==> config.mk <==
export PLATFORM = sky130hd
export DESIGN_NAME = if_stage
export DESIGN_NICKNAME = d
export VERILOG_FILES = /design/src/rtl/if_stage.sv
export SDC_FILE = /design/constraint.sdc
export NUM_CORES = 1
export LEC_CHECK = 0
export ABC_AREA = 1
export CAP_MARGIN = 20
export CORE_MARGIN = 10
export CORE_UTILIZATION = 31
export DETAILED_ROUTE_END_ITERATION = 7
export GPL_TIMING_DRIVEN = 0
export PLACE_DENSITY = 0.58
export SLEW_MARGIN = 20
export SYNTH_ARGS = -nofsm -noshare
export SYNTH_HDL_FRONTEND = slang
export SYNTH_SLANG_ARGS = --single-unit
==> constraint.sdc <==
create_clock -name i_clk -period 3.27 [get_ports i_clk]
set_input_delay 0.981 -clock i_clk [delete_from_list [all_inputs] [get_ports i_clk]]
set_output_delay 0.981 -clock i_clk [all_outputs]
set_load 0.02 [all_outputs]
==> src/rtl/if_stage.sv <==
// Instruction fetch stage: owns the PC, runs a single-outstanding req/ack fetch,
// buffers one instruction under decode back-pressure and handles redirects.
`ifndef XLEN
`define XLEN 32
`endif

module if_stage #(
    parameter logic [`XLEN-1:0] RESET_PC = '0
) (
    input  logic              i_clk,
    input  logic              i_rstn,
    input  logic              i_stall,
    input  logic              i_redirect,
    input  logic [`XLEN-1:0]  i_redirect_pc,
    output logic              o_imem_req,
    output logic [`XLEN-1:0]  o_imem_addr,
    input  logic              i_imem_ack,
    input  logic [31:0]       i_imem_data,
    output logic [31:0]       o_inst,
    output logic [`XLEN-1:0]  o_pc,
    output logic              o_valid
);
    localparam int          XL  = `XLEN;
    localparam logic [31:0] NOP = 32'h0000_0013;

    typedef enum logic [1:0] {FETCH = 2'd0, FULL = 2'd1, DISCARD = 2'd2} state_t;

    state_t          state_reg, state_next;
    logic            req_reg, req_next;
    logic            valid_reg, valid_next;
    logic [XL-1:0]   addr_reg, addr_next;
    logic [XL-1:0]   target_reg, target_next;
    logic [XL-1:0]   pc_reg, pc_next;
    logic [XL-1:0]   skid_pc_reg, skid_pc_next;
    logic [31:0]     inst_reg, inst_next;
    logic [31:0]     skid_inst_reg, skid_inst_next;

    logic            ack;
    logic            slot_free;
    logic [XL-1:0]   redirect_aligned;
    logic [XL-1:0]   addr_inc;

    // An ack only counts against a live request; stray acks after reset are ignored.
    assign ack              = i_imem_ack && req_reg;
    assign slot_free        = !valid_reg || !i_stall;
    assign redirect_aligned = {i_redirect_pc[XL-1:2], 2'b00};
    assign addr_inc         = addr_reg + XL'(4);

    always_ff @(posedge i_clk or negedge i_rstn) begin
        if (!i_rstn) begin
            state_reg <= FETCH;
        end else begin
            state_reg <= state_next;
        end
    end

    always_comb begin
        state_next = state_reg;
        if (i_redirect) begin
            case (state_reg)
                FETCH:   state_next = (ack || !req_reg) ? FETCH : DISCARD;
                FULL:    state_next = FETCH;
                default: state_next = ack ? FETCH : DISCARD;
            endcase
        end else begin
            case (state_reg)
                FETCH:   if (ack && !slot_free) state_next = FULL;
                FULL:    if (slot_free) state_next = FETCH;
                default: if (ack) state_next = FETCH;
            endcase
        end
    end

    always_comb begin
        req_next       = 1'b1;
        addr_next      = addr_reg;
        target_next    = target_reg;
        valid_next     = valid_reg;
        inst_next      = inst_reg;
        pc_next        = pc_reg;
        skid_inst_next = skid_inst_reg;
        skid_pc_next   = skid_pc_reg;
        if (i_redirect) begin
            valid_next  = 1'b0;
            target_next = redirect_aligned;
            // With nothing in flight the target can be requested immediately.
            if (state_next == FETCH) addr_next = redirect_aligned;
        end else begin
            if (slot_free) valid_next = 1'b0;
            case (state_reg)
                FETCH: begin
                    if (ack) begin
                        addr_next = addr_inc;
                        if (slot_free) begin
                            valid_next = 1'b1;
                            inst_next  = i_imem_data;
                            pc_next    = addr_reg;
                        end else begin
                            skid_inst_next = i_imem_data;
                            skid_pc_next   = addr_reg;
                            req_next       = 1'b0;
                        end
                    end
                end
                FULL: begin
                    if (slot_free) begin
                        valid_next = 1'b1;
                        inst_next  = skid_inst_reg;
                        pc_next    = skid_pc_reg;
                    end else begin
                        req_next = 1'b0;
                    end
                end
                default: begin
                    if (ack) addr_next = target_reg;
                end
            endcase
        end
    end

    always_ff @(posedge i_clk or negedge i_rstn) begin
        if (!i_rstn) begin
            req_reg       <= 1'b0;
            valid_reg     <= 1'b0;
            addr_reg      <= RESET_PC;
            target_reg    <= RESET_PC;
            pc_reg        <= RESET_PC;
            inst_reg      <= NOP;
            skid_pc_reg   <= '0;
            skid_inst_reg <= '0;
        end else begin
            req_reg       <= req_next;
            valid_reg     <= valid_next;
            addr_reg      <= addr_next;
            target_reg    <= target_next;
            pc_reg        <= pc_next;
            inst_reg      <= inst_next;
            skid_pc_reg   <= skid_pc_next;
            skid_inst_reg <= skid_inst_next;
        end
    end

    assign o_imem_req  = req_reg;
    assign o_imem_addr = addr_reg;
    assign o_inst      = inst_reg;
    assign o_pc        = pc_reg;
    assign o_valid     = valid_reg;

endmodule

==> flow_summary.json, run 1 <==
{
  "vias": 8361,
  "cts_tree": "done",
  "placed_area_um2": 11200,
  "ant_nets": 0,
  "p_per_area_nw_per_um2": 762,
  "area_delta_synth_final_pct": 30.5,
  "outcome": "completed",
  "maxCapViolCount": 0,
  "critPathTopFamily": "buffers and inverters",
  "max_stage_delay_ns": 0.69,
  "grt_pass1_wl_mm": 47.9,
  "dp_hpwl_mm": 23.4,
  "routed_via_density": 4.84,
  "start_kind": "flop",
  "rows": 62,
  "clk_pin_slew_ns": 0.08,
  "first_pass_iters": 5,
  "ctsRootBufferMaster": "clkbuf_16",
  "worstPathBufferInverterCount": 1,
  "ys_seq_elements": 188,
  "p_total_mw": 9.03,
  "fin_area_um2": 11900,
  "die_w_um": 191,
  "relSlewSlack": 0.590,
  "gp_congestion": 0.901,
  "drive_gt1_frac": 0.0648,
  "worst_pin_slew_ns": 0.615,
  "fmax_mhz": 378,
  "cts-htree-levels": 4,
  "clk_latency_ns": 0.45,
  "cp_cell_sequence": "clkdlybuf4s50_1",
  "grt.overflow.total": 0,
  "netlist_area_um2": 9080,
  "avgRoutedWirePerCell_um": 17.7,
  "clock_skew_ns": 0.0154,
  "worstSetupPathType": "flop to output pin",
  "async_flop_share": 1.00,
  "portBuffers": 160,
  "hold_buffers": 0,
  "fin_crit_ns": 2.65,
  "dp_slack_ns": 0.241,
  "crit_path_end_kind": "output pin",
  "grt_max_degree": 72,
  "synth_edf_count": 0,
  "fin_crit_sh": 0.810,
  "ctsResizeCount": 0,
  "slew_viol_final": 0,
  "p_leak_nw": 5.60,
  "die-height_um": 191,
  "cts_made_buffers": 17,
  "required_ns": 2.29,
  "clk_path_buf_depth": 2,
  "dieArea_um2": 36600,
  "nets": 1399,
  "initial_core_util": 0.316,
  "grt_pass1_vias": 8402,
  "ys.warnings.count": 0,
  "avgSynthCellArea_um2": 7.93,
  "hold_ws_ns": 0.426,
  "synth-main-ff-cell": "dfrtp_1",
  "grtUsageTotal": 0.166,
  "clkSinkCount": 188,
  "core_region_area_um2": 28800,
  "hold_class": "input pin to asynchronous set/reset pin",
  "rsz0062_at_grt": "false",
  "critPathMaxFanout": 7,
  "totalWireLength_mm": 30.5,
  "syn_inst": 1145,
  "hold_violations": 0,
  "ioPinCount": 167,
  "crit_path_top_delay_cell": "clkdlybuf4s50_1",
  "arrival_ns": 1.67,
  "seq_area_frac_synth": 0.518,
  "postCtsSetupBuffers": 0,
  "drc_errors": 0,
  "drt-initial-drc-count": 602,
  "worst_slack_ns": 0.621,
  "setup_viol": 0,
  "antenna_found_initial": 0,
  "diodes": 0,
  "yosysUniqueCellTypes": 31,
  "ir_worst_vdd_uv": 323
}
[area by class of cell]
| class | instances | area [um2] |
|---|---|---|
| Fill cell | 2939 | 16900 |
| Sequential cell | 188 | 4710 |
| Multi-Input combinational cell | 788 | 3660 |
| Timing Repair Buffer | 162 | 1660 |
| Tap cell | 384 | 480 |
| Clock buffer | 18 | 439 |
| Inverter | 98 | 369 |
| Buffer | 74 | 354 |
| Clock inverter | 14 | 174 |
[power breakdown]
group	switching (mW)	leakage [nW]	internal, mW
combinational	1.85	3.01	1.32
sequential	0.560	2.29	3.11
clock	1.01	0.296	1.18
[logic make-up (layout without fill, tap and decap cells)]
group,count (synthesis),count (layout),share of synthesized area
buf+inv,172,366,0.0796
xor+xnor,3,3,0.00289
compound gates,308,308,0.191
simple gates,472,472,0.207
flops,188,188,0.518
fa+ha+maj,1,1,0.00138
other cells,1,4,0.000413
[metrics by stage]
step | setup TNS [ns] | std cells | utilization
floorplan | 0 | 1148 | -
global placement | -1290.03 | 1692 | 0.388
detailed placement | 0 | 1694 | 0.390
CTS | 0 | 1726 | 0.412
global route | 0 | 1726 | 0.412
finish | 0 | 1726 | 0.412
[Yosys cell counts, drive strengths merged, types with 4 or more instances]
master / instances / area [um2]
inv: 97 / 364
clkbuf: 38 / 144
o21ai: 194 / 971
a22oi: 8 / 60.1
o211ai: 62 / 465
nand2: 350 / 1320
dfrtp: 185 / 4630
a31oi: 4 / 25.0
nand3: 45 / 230
buf: 36 / 210
a21oi: 38 / 190
nor2: 73 / 292
[layer usage]
| metal | up-vias | share of wire | global-route usage |
|---|---|---|---|
| met4 | 0 | 0.018 | 0.0445 |
| met1 | 3974 | 0.47 | 0.226 |
| met5 | - | 0 | 0 |
| met3 | 30 | 0.062 | 0.0375 |
| met2 | 236 | 0.45 | 0.261 |
| li1 | 4121 | - | - |
[cells in the final DEF (no fill, tap or decap), drive strengths merged, types with 2 or more instances in the layout]
| cell type | n |
|---|---|
| nand4 | 3 |
| clkinv | 4 |
| dfrtp | 185 |
| a31oi | 4 |
| inv | 104 |
| dfstp | 3 |
| o21ai | 194 |
| nand3 | 45 |
| bufinv | 2 |
| clkinvlp | 2 |
| a22oi | 8 |
| a21oi | 38 |
| nand2 | 350 |
| buf | 39 |
| conb | 4 |
| xor2 | 3 |
| nor2 | 73 |
| clkbuf | 56 |
| clkdlybuf4s50 | 159 |
| o211ai | 62 |
[final timing paths]
check,from,to,cells after the start,slack [ns]
worst max-delay path,o_imem_addr[2],o_imem_addr[2],1,0.62
worst min-delay path,i_rstn,o_inst[24],1,0.43
worst max register to register,o_imem_addr[2],o_imem_addr[16],7,1.13
worst min register to register,target_reg[8],target_reg[8],2,0.47
max in group asynchronous,i_rstn,o_imem_addr[23],3,1.79
min in group i_clk,target_reg[8],target_reg[8],2,0.47
Power figures use the tool's default switching activity.
==> inputs of run 2 (changes only) <==
Clock period 3.27 ns to 2.5 ns, I/O delays scaled along.
==> run 2 against run 1 <==
- register-to-register slack worse by 0.77 ns
- die area unchanged
- worst setup slack worse by 0.54 ns
- clock skew up 0.00069 ns
- sequential share of layout area about the same
- utilization about the same
- largest power group unchanged
- first-iteration DRC count up 0.66%
==> flow_summary.json, run 2 (synthesized netlist as in run 1, its figures left out) <==
{
  "routed_via_density": 4.84,
  "critPathTopFamily": "buffers and inverters",
  "reg2reg_slack_ns": 0.36,
  "cts_made_buffers": 17,
  "clkSinkCount": 188,
  "crit_path_end_kind": "output pin",
  "totalWireLength_mm": 30.5,
  "drc_errors": 0,
  "fillers": 2937,
  "clk_pin_slew_ns": 0.08,
  "nets": 1399,
  "p_per_area_nw_per_um2": 996,
  "hold_ws_ns": 0.195,
  "rows": 62,
  "grt_max_degree": 72,
  "grt_pass1_wl_mm": 47.9,
  "grt_pass1_vias": 8402,
  "avgRoutedWirePerCell_um": 17.7,
  "hold_buffers": 0,
  "final_common_cell": "nand2_1",
  "dieArea_um2": 36600,
  "outcome": "completed",
  "worst_pin_slew_ns": 0.615,
  "ant_nets": 0,
  "drive_gt1_frac": 0.0656,
  "p_leak_nw": 5.60,
  "vias": 8350,
  "ctsRootBufferMaster": "clkbuf_16",
  "antenna_found_initial": 0,
  "cp_cell_sequence": "clkdlybuf4s50_1",
  "crit_path_top_delay_cell": "clkdlybuf4s50_1",
  "dp_hpwl_mm": 23.4,
  "fin_crit_ns": 2.42,
  "required_ns": 1.75,
  "first_pass_iters": 5,
  "diodes": 0,
  "postCtsSetupBuffers": 0,
  "hold_violations": 0,
  "ioPinCount": 167,
  "maxCapViolCount": 0,
  "die_w_um": 191,
  "area_delta_synth_final_pct": 30.5,
  "portBuffers": 160,
  "start_kind": "flop",
  "worstPathBufferInverterCount": 1,
  "critPathMaxFanout": 7,
  "grt.overflow.total": 0,
  "cts-htree-levels": 4,
  "arrival_ns": 1.67,
  "fmax_mhz": 414,
  "core_region_area_um2": 28800,
  "hold_class": "input pin to asynchronous set/reset pin",
  "rsz0062_at_grt": "false",
  "final_cell_mix": "nand2_1 (348), o21ai_0 (191), dfrtp_1 (185)",
  "clk_path_buf_depth": 2,
  "grtUsageTotal": 0.166,
  "worst_slack_ns": 0.0833,
  "ir_worst_vdd_uv": 422,
  "relSlewSlack": 0.590,
  "worstSetupPathType": "flop to output pin",
  "slew_viol_final": 0,
  "gp_congestion": 0.901,
  "clk_latency_ns": 0.45,
  "clock_skew_ns": 0.0161,
  "setup_viol": 0,
  "die-height_um": 191,
  "fin_crit_sh": 0.967,
  "max_stage_delay_ns": 0.69,
  "cts_tree": "done",
  "drt-initial-drc-count": 606,
  "dp_slack_ns": -0.298,
  "initial_core_util": 0.316
}
[run 2: cell type report]
cell class	instances	area, um2	area share
plain buffers	74	354	0.0299
clock buffers	18	439	0.0370
clock inverters	14	174	0.0147
inverters	98	369	0.0311
multi-input cells	788	3670	0.309
flip-flops and latches	188	4710	0.397
well taps	384	480	0.0405
repair buffers	162	1660	0.140
[run 2: what timing repair did]
item                                    4_1_cts  5_1_grt
endpoints found under the setup margin        0        4
gates resized for setup                       0        1
endpoints found under the hold margin         0        0
[run 2: worst paths after layout]
| kind | from | end | cells past startpoint |
|---|---|---|---|
| min in group i_clk | target_reg[8] | target_reg[8] | 2 |
| max in group asynchronous | i_rstn | o_imem_addr[31] | 3 |
| worst min register to register | target_reg[8] | target_reg[8] | 2 |
| worst min-delay path | i_rstn | o_inst[24] | 1 |
| worst max register to register | o_imem_addr[2] | o_imem_addr[16] | 7 |
| worst max-delay path | o_imem_addr[2] | o_imem_addr[2] | 1 |
[run 2: metrics by stage]
stage	TNS, ns	power (mW)	cell area, um2	utilization	std cells
CTS	0	11.9	11900	0.412	1726
finish	0	11.8	11900	0.412	1726
global route	0	12.6	11900	0.412	1726
floorplan	0	6.92	9100	-	1148
detailed placement	-27.63	9.03	11200	0.390	1694
global placement	-1413.03	8.96	11200	0.388	1692
[run 2: report_power, final]
group,switching (mW),internal (mW),leakage [nW]
logic,2.42,1.73,3.01
registers,0.733,4.07,2.29
clock network,1.31,1.54,0.296
[run 2: metal layers]
layer | global-route usage | part of all wire
met1 | 0.226 | 0.47
met2 | 0.261 | 0.45
met3 | 0.0375 | 0.061
met4 | 0.0445 | 0.019
met5 | 0 | 0
==> inputs of run 3 (changes only) <==
Settings changed: CELL_PAD_IN_SITES_DETAIL_PLACEMENT set to 1, CELL_PAD_IN_SITES_GLOBAL_PLACEMENT set to 1, PLACE_DENSITY 0.58 to 0.72.
==> run 3 against run 2 <==
- global-route usage grew 1.3 points
- sequential power is essentially flat
- first-iteration DRC count is the same
- sequential cell count is the same
- clock skew grew 0.013 ns
- critical path type unchanged
- highest routed layer unchanged
==> flow_summary.json, run 3 (synthesized netlist as in run 1, its figures left out) <==
{
  "cts_tree": "done",
  "ctsRootBufferMaster": "clkbuf_16",
  "clk_path_buf_depth": 2,
  "drc_errors": 0,
  "gp_congestion": 0.909,
  "drt-initial-drc-count": 606,
  "fin_area_um2": 11800,
  "grt_pass1_wl_mm": 51.6,
  "p_per_area_nw_per_um2": 1000,
  "fmax_mhz": 420,
  "vias": 8637,
  "initial_core_util": 0.316,
  "required_ns": 1.75,
  "arrival_ns": 1.63,
  "rows": 62,
  "worstPathBufferInverterCount": 1,
  "start_kind": "flop",
  "area_delta_synth_final_pct": 30.4,
  "diodes": 0,
  "critPathTopFamily": "buffers and inverters",
  "placed_area_um2": 11200,
  "cp.depth": 1,
  "hold_buffers": 0,
  "dieArea_um2": 36600,
  "postCtsSetupBuffers": 0,
  "hold_ws_ns": 0.157,
  "cts_made_buffers": 17,
  "grt_pass1_vias": 9150,
  "relSlewSlack": 0.577,
  "final_cell_mix": "nand2_1 (349), o21ai_0 (191), dfrtp_1 (185)",
  "register_area_um2": 4710,
  "clock_skew_ns": 0.0296,
  "maxCapViolCount": 0,
  "cts-htree-levels": 4,
  "rsz0062_at_grt": "false",
  "clk_pin_slew_ns": 0.08,
  "ir_worst_vdd_uv": 532,
  "ioPinCount": 167,
  "avgRoutedWirePerCell_um": 18.8,
  "dp_slack_ns": -0.305,
  "routed_via_density": 5.00,
  "hold_violations": 0,
  "die_w_um": 191,
  "fillers": 3507,
  "p_leak_nw": 5.61,
  "fin_crit_sh": 0.953,
  "ctsResizeCount": 0,
  "core_region_area_um2": 28800,
  "clkSinkCount": 188,
  "clk_latency_ns": 0.46,
  "antenna_found_initial": 0,
  "crit_path_top_delay_cell": "clkdlybuf4s50_1",
  "grt_max_degree": 81,
  "totalWireLength_mm": 32.5,
  "drive_gt1_frac": 0.0648,
  "setup_viol": 0,
  "worst_pin_slew_ns": 0.634,
  "slew_viol_final": 0,
  "fin_crit_ns": 2.38,
  "ant_nets": 0,
  "die-height_um": 191,
  "worst_slack_ns": 0.116,
  "critPathMaxFanout": 6,
  "worstSetupPathType": "flop to output pin",
  "nets": 1399,
  "first_pass_iters": 5,
  "max_stage_delay_ns": 0.68,
  "hold_class": "input pin to asynchronous set/reset pin",
  "cp_cell_sequence": "clkdlybuf4s50_1",
  "grt.overflow.total": 0,
  "crit_path_end_kind": "output pin",
  "reg2regPathDepth": 7,
  "outcome": "completed",
  "multi_input_area_um2": 3660,
  "dp_hpwl_mm": 25.0,
  "final_common_cell": "nand2_1",
  "portBuffers": 160,
  "grtUsageTotal": 0.180
}
-- run 3: cell type report --
class                      instances  area share
multi-input combinational        788       0.309
clock inverter                    14      0.0142
buffer                            74      0.0299
sequential                       188       0.397
inverter                          98      0.0312
clock buffer                      18      0.0371
tap                              384      0.0406
timing repair buffer             162       0.140
-- run 3: report_power, final --
part           total, mW  switching, mW  internal [mW]
Sequential          4.79          0.723           4.07
Clock               2.85           1.39           1.46
Combinational       4.22           2.49           1.73
-- run 3: final timing paths --
check	start	endpoint	slack [ns]
min in group i_clk	target_reg[8]	target_reg[8]	0.48
max reg2reg	o_imem_addr[2]	o_imem_addr[16]	0.36
min reg2reg	target_reg[8]	target_reg[8]	0.48
min	i_rstn	o_inst[24]	0.16
max in group asynchronous	i_rstn	target_reg[13]	1.23
max	o_imem_addr[19]	o_imem_addr[19]	0.12
-- run 3: routing by layer --
metal,GRT usage,vias up,part of all wire
met5,0,-,0
met4,0.0472,0,0.016
met1,0.234,4306,0.46
met3,0.0370,28,0.044
met2,0.297,186,0.48
li1,-,4117,-
-- run 3: stage by stage --
step / power, mW / instances / utilization / TNS, ns
after global routing: 12.7 / 1726 / 0.412 / 0
after detailed placement: 9.10 / 1694 / 0.390 / -33.57
after CTS: 12.0 / 1726 / 0.412 / 0
after global placement: 8.96 / 1692 / 0.388 / -1434.54
final: 11.9 / 1726 / 0.412 / 0
after floorplan: 6.92 / 1148 / - / 0
